--- src/rtl/tff_counter_311.sv ---
// rtl/tff_counter_311.sv - modulo up/down counter with T-stage toggle vector, falling-edge state
// Optional wrap-event counter enabled by macro TFF_COUNTER_WRAPCNT_EN.
module tff_counter_311 #(
    parameter int WIDTH   = 4,
    parameter int MODULUS = 10
) (
    input  logic             clk_311,
    input  logic             reset,
    input  logic             en_311,
    input  logic             up_311,
    input  logic             load_311,
    input  logic [WIDTH-1:0] d_311,
    output logic [WIDTH-1:0] q_311,
    output logic [WIDTH-1:0] t_311,
    output logic             tc_311,
    output logic [7:0]       wrap_311
);

    localparam logic [WIDTH-1:0] TOP     = WIDTH'(MODULUS - 1);
    localparam logic [WIDTH:0]   MOD_EXT = (WIDTH + 1)'(MODULUS);

    logic [WIDTH-1:0] next_q;
    logic             at_top;
    logic             at_bot;
    logic             d_ok;
    logic             wrap_evt;

    assign at_top = (q_311 == TOP);
    assign at_bot = (q_311 == '0);
    assign d_ok   = ({1'b0, d_311} < MOD_EXT);

    // next_q ignores reset so t_311 keeps describing the counting path during reset
    always_comb begin
        next_q   = q_311;
        wrap_evt = 1'b0;
        if (load_311) begin
            next_q = d_ok ? d_311 : '0;
        end else if (en_311) begin
            if (up_311) begin
                if (at_top) begin
                    next_q   = '0;
                    wrap_evt = 1'b1;
                end else begin
                    next_q = q_311 + WIDTH'(1);
                end
            end else begin
                if (at_bot) begin
                    next_q   = TOP;
                    wrap_evt = 1'b1;
                end else begin
                    next_q = q_311 - WIDTH'(1);
                end
            end
        end
    end

    assign t_311  = q_311 ^ next_q;
    assign tc_311 = wrap_evt;

    always_ff @(negedge clk_311) begin
        if (!reset) begin
            q_311 <= '0;
        end else begin
            q_311 <= next_q;
        end
    end

`ifdef TFF_COUNTER_WRAPCNT_EN
    logic [7:0] wrap_cnt;

    always_ff @(negedge clk_311) begin
        if (!reset) begin
            wrap_cnt <= '0;
        end else if (wrap_evt && (wrap_cnt != 8'hFF)) begin
            wrap_cnt <= wrap_cnt + 8'd1;
        end
    end

    assign wrap_311 = wrap_cnt;
`else
    assign wrap_311 = '0;
`endif

endmodule

--- config.mk ---
export PLATFORM = sky130hd
export DESIGN_NAME = tff_counter_311
export DESIGN_NICKNAME = d
export VERILOG_FILES = /design/src/rtl/tff_counter_311.sv
export SDC_FILE = /design/constraint.sdc
export NUM_CORES = 1
export LEC_CHECK = 0
export ABC_CLOCK_PERIOD_IN_PS = 4500
export CAP_MARGIN = 5
export CORE_MARGIN = 3
export CORE_UTILIZATION = 43
export DETAILED_ROUTE_END_ITERATION = 16
export GPL_ROUTABILITY_DRIVEN = 0
export PLACE_DENSITY = 0.82
export SYNTH_ARGS = -nofsm -noshare
export SYNTH_HDL_FRONTEND = slang
export SYNTH_SLANG_ARGS = --single-unit
--- constraint.sdc ---
create_clock -name clk_311 -period 4.5 [get_ports clk_311]
set_input_delay 1.125 -clock clk_311 [delete_from_list [all_inputs] [get_ports clk_311]]
set_output_delay 1.125 -clock clk_311 [all_outputs]
set_load 0.05 [all_outputs]
==> results of run 1 <==
power by group through the flow:
stage          registers, mW  logic, mW  clock network [mW]
2_1_floorplan         0.0479     0.0825             0.00685
3_3_place_gp          0.0417      0.135             0.00685
3_5_place_dp          0.0422      0.139             0.00685
4_1_cts               0.0418      0.147              0.0641
5_1_grt               0.0424      0.158              0.0721
6_report              0.0418      0.153              0.0669
tightest hold or removal path, stage by stage, from the launching register on:
cell	delay, ps
dfxtp_4	370
buf_4	170
o21ai_0	150
a21boi_0	70
per-stage QoR:
step           setup slack, ps  setup TNS, ps  cells  utilization, %  instance area, µm²
2_1_floorplan             -600          -1870     86               -                 686
3_3_place_gp              -360          -2080    122            84.8                1010
3_5_place_dp              -418          -2340    122            84.8                1010
4_1_cts                   -689          -2860    129            92.7                1100
5_1_grt                   -740          -3070    130            93.7                1110
6_report                  -690          -2900    130            93.7                1110
cells in the mapped netlist, drive strengths merged, types with 3 or more instances:
master | number | area (µm²)
buf | 12 | 86.3
clkbuf | 3 | 13.8
dfxtp | 4 | 80.1
inv | 4 | 15.0
nand2 | 9 | 33.8
nand2b | 3 | 18.8
o21ai | 6 | 30.0
xnor2 | 4 | 35.0
layout make-up:
class	count	area, µm²	area share [%]
multi-input cells	63	517	46.5
repair buffers	39	435	39.2
flip-flops and latches	4	92.6	8.33
clock buffers	3	22.5	2.03
well taps	14	17.5	1.58
clock inverters	4	15.0	1.35
inverters	3	11.3	1.01
how the worst min path moves through the flow:
stage	startpoint	cells after the start	endpoint
after floorplan	q_311[1]	3	q_311[1]
after global placement	q_311[1]	4	q_311[3]
final	q_311[1]	3	q_311[1]
after detailed placement	q_311[1]	4	q_311[3]
after global routing	q_311[2]	4	q_311[3]
after CTS	q_311[1]	4	q_311[3]
kinds of logic after synthesis:
group / after synthesis
compound gates: 24
xor+xnor: 6
buf+inv: 19
flops: 4
other cells: 1
simple gates: 25
cell usage in the layout (no fill, tap or decap), types with 2 or more instances in the layout:
cell type         n
clkbuf_4          3
nand2b_1          3
buf_6             3
clkdlybuf4s50_1   7
o21a_1            2
buf_12            9
xor2_2            2
nand2_1           9
inv_1             7
xnor2_1           3
o21ai_0           4
or3_4             2
buf_4            19
conb_1            8
nand3_1           2
dfxtp_4           3
a31oi_1           2
nor2b_1           2
metal layers:
metal,track usage (%),vias up
met2,49.7,64
met5,0,-
li1,-,333
met3,8.47,15
met4,19.3,0
met1,27.5,339
what timing repair did:
action                                  CTS  global route
endpoints found under the setup margin    7             5
resized for setup                        11             2
pin swaps                                 4             3
gates cloned                              0             0
setup buffers                             1             1
==> reports/results.tsv, run 1 <==
stage	metric	value	unit
routing	DR WL/cell	18.9	µm
setup_path	count of cells along the worst register-to-register path	5	
outcome	status	finished with violations	
setup_path	CP required	3380	ps
setup_path	Worst Path Class, Setup	flip-flop to output pin	
setup_path	worst setup path endpoint	t_311[2]	
setup_path	Crit. End Element	output pin	
setup_path	worst reg2reg path startpoint	q_311[0]	
power	total power	0.261	mW
routing	DRT Pass-1 Iters	4	
job	max capacitance violation total	0	
routing	DR iter-0 viols	32	
synth	asr flop ratio synth	0	%
layout	Nets	127	
power	Sequential Power Share	16.0	%
layout	max FFs per register	4	
hold_path	class of the worst hold path	flip-flop to flip-flop	
global_routing	GRT Overall Usage	28.2	%
synth	Synth cell types	37	
setup_path	crit path cell chain	or3_4 -> o21a_1 -> o22a_2 -> a21oi_4 -> buf_12	
place	DP HPWL	1570	µm
setup_path	critical path fanouts, max	5	
clock_network	Num CTS Buffers	3	
synth	Netlist Area Pre-Place	582	µm²
sta	Slew Limit Fails	0	
synth	sequential-to-total area share from yosys stat	13.8	%
setup_path	CP startpoint	q_311[0]	
synth	adder-cell share of the synthesized area	0	%
power	clock share of power	25.6	%
die	total die area	1830	µm²
setup_path	Arr. time, crit path	4060	ps
clock_network	Post-CTS Hold Buffers	0	
power	sw frac	46.6	%
synth	simple-gate share of the synthesized area	23.7	%
setup_path	slowest cell on the critical path	or3_4	
global_routing	initial antenna violation count	0	
die	Boundary Pins	26	
sta	Final Hold Vio Count	0	
synth	Synth Area in Compound Gates	33.1	%
routing	Routed WL	2450	µm
clock_network	CTS Buffer Depth	2	
synth	Mapped Cells	79	
sta	RSZ-0062 raised after global routing	yes	
clock_network	clk root buf	clkbuf_4	
global_routing	largest net degree at the start of global routing	9	
layout	fillers	43	
synth	Syn Area/Cell	7.36	µm²
setup_path	Largest stage delay, worst path	410	ps
sta	final setup margin	-690	ps
clock_network	H-Tree Level Count	1	
synth	Post-synth EDFFs	0	
sta	final hold slack	801	ps
power	Internal Power	0.140	mW
power	peak supply drop	0.268	mV
outcome	failing checks	setup timing	
clock_network	clk slew on worst S/H paths	70	ps
setup_path	family with the most delay on the worst path	compound AO/OA/AOI/OAI gates	
routing	Metal-1 WL	830	µm
power	leak pwr	0.479	nW
routing	routed vias/inst	5.78	
routing	Max Used Layer	met4	
routing	vias	751	
routing	Remaining DRCs	0	
global_routing	total grt overflow	0	
power	Combinational Power Share	58.4	%
layout	largest reg by FF count	q_311	
clock_network	latest clock arrival within the worst-skew pair	330	ps
setup_path	startpoint types	flip-flop	
synth	xor/xnor share of the synthesized area	9.03	%
setup_path	FF-to-FF setup slack	2970	ps
die	Core Region	1190	µm²
layout	Area Overhead vs Synth	91.0	%
die	die width	42.8	µm
die	row count	12	
clock_network	CTS tree	yes	
die	Die Ht	42.8	µm
synth	post-synthesis mux area share	0	%
synth	synthesized flop and latch total	4	
power	P_sw	0.122	mW
routing	metal3 WL	202	µm
global_routing	first-pass GRT wire length	3790	µm
synth	Synth Flop Type	dfxtp_1	
die	initial core utilization	49.1	%
setup_path	worst r2r dst	q_311[2]	
power	Pwr Density	235	nW/µm²
place	PortBufs	17	
global_routing	vias in the first global route	820	
clock_network	Sink Count	4	
setup_path	Levels on crit path	5	
setup_path	CP bufs+invs	1	
layout	layout cells sized above 1	47.4	%
sta	Clock Skews	31.1	ps
layout	Top Registers	q_311: 4 flops	
sta	Setup-failing EPs final	5	
routing	met2 WL	1310	µm
synth	main combinational cell family by area after synthesis	compound AO/OA/AOI/OAI gates	
routing	post-route antenna net violation count	0	
synth	Yosys warnings	0	
layout	n_diodes	0	
No activity file was read; power rests on OpenSTA's default activity.
==> run 2: changes to the inputs <==
--- a/config.mk
+++ b/config.mk
@@ -9,6 +9,7 @@
 export CAP_MARGIN = 5
 export CORE_MARGIN = 3
 export CORE_UTILIZATION = 43
+export CTS_CLUSTER_DIAMETER = 150
 export DETAILED_ROUTE_END_ITERATION = 16
 export GPL_ROUTABILITY_DRIVEN = 0
 export PLACE_DENSITY = 0.82
==> results of run 2 <==
Same layout as run 1: the final DEF is identical, and so are final timing and power.
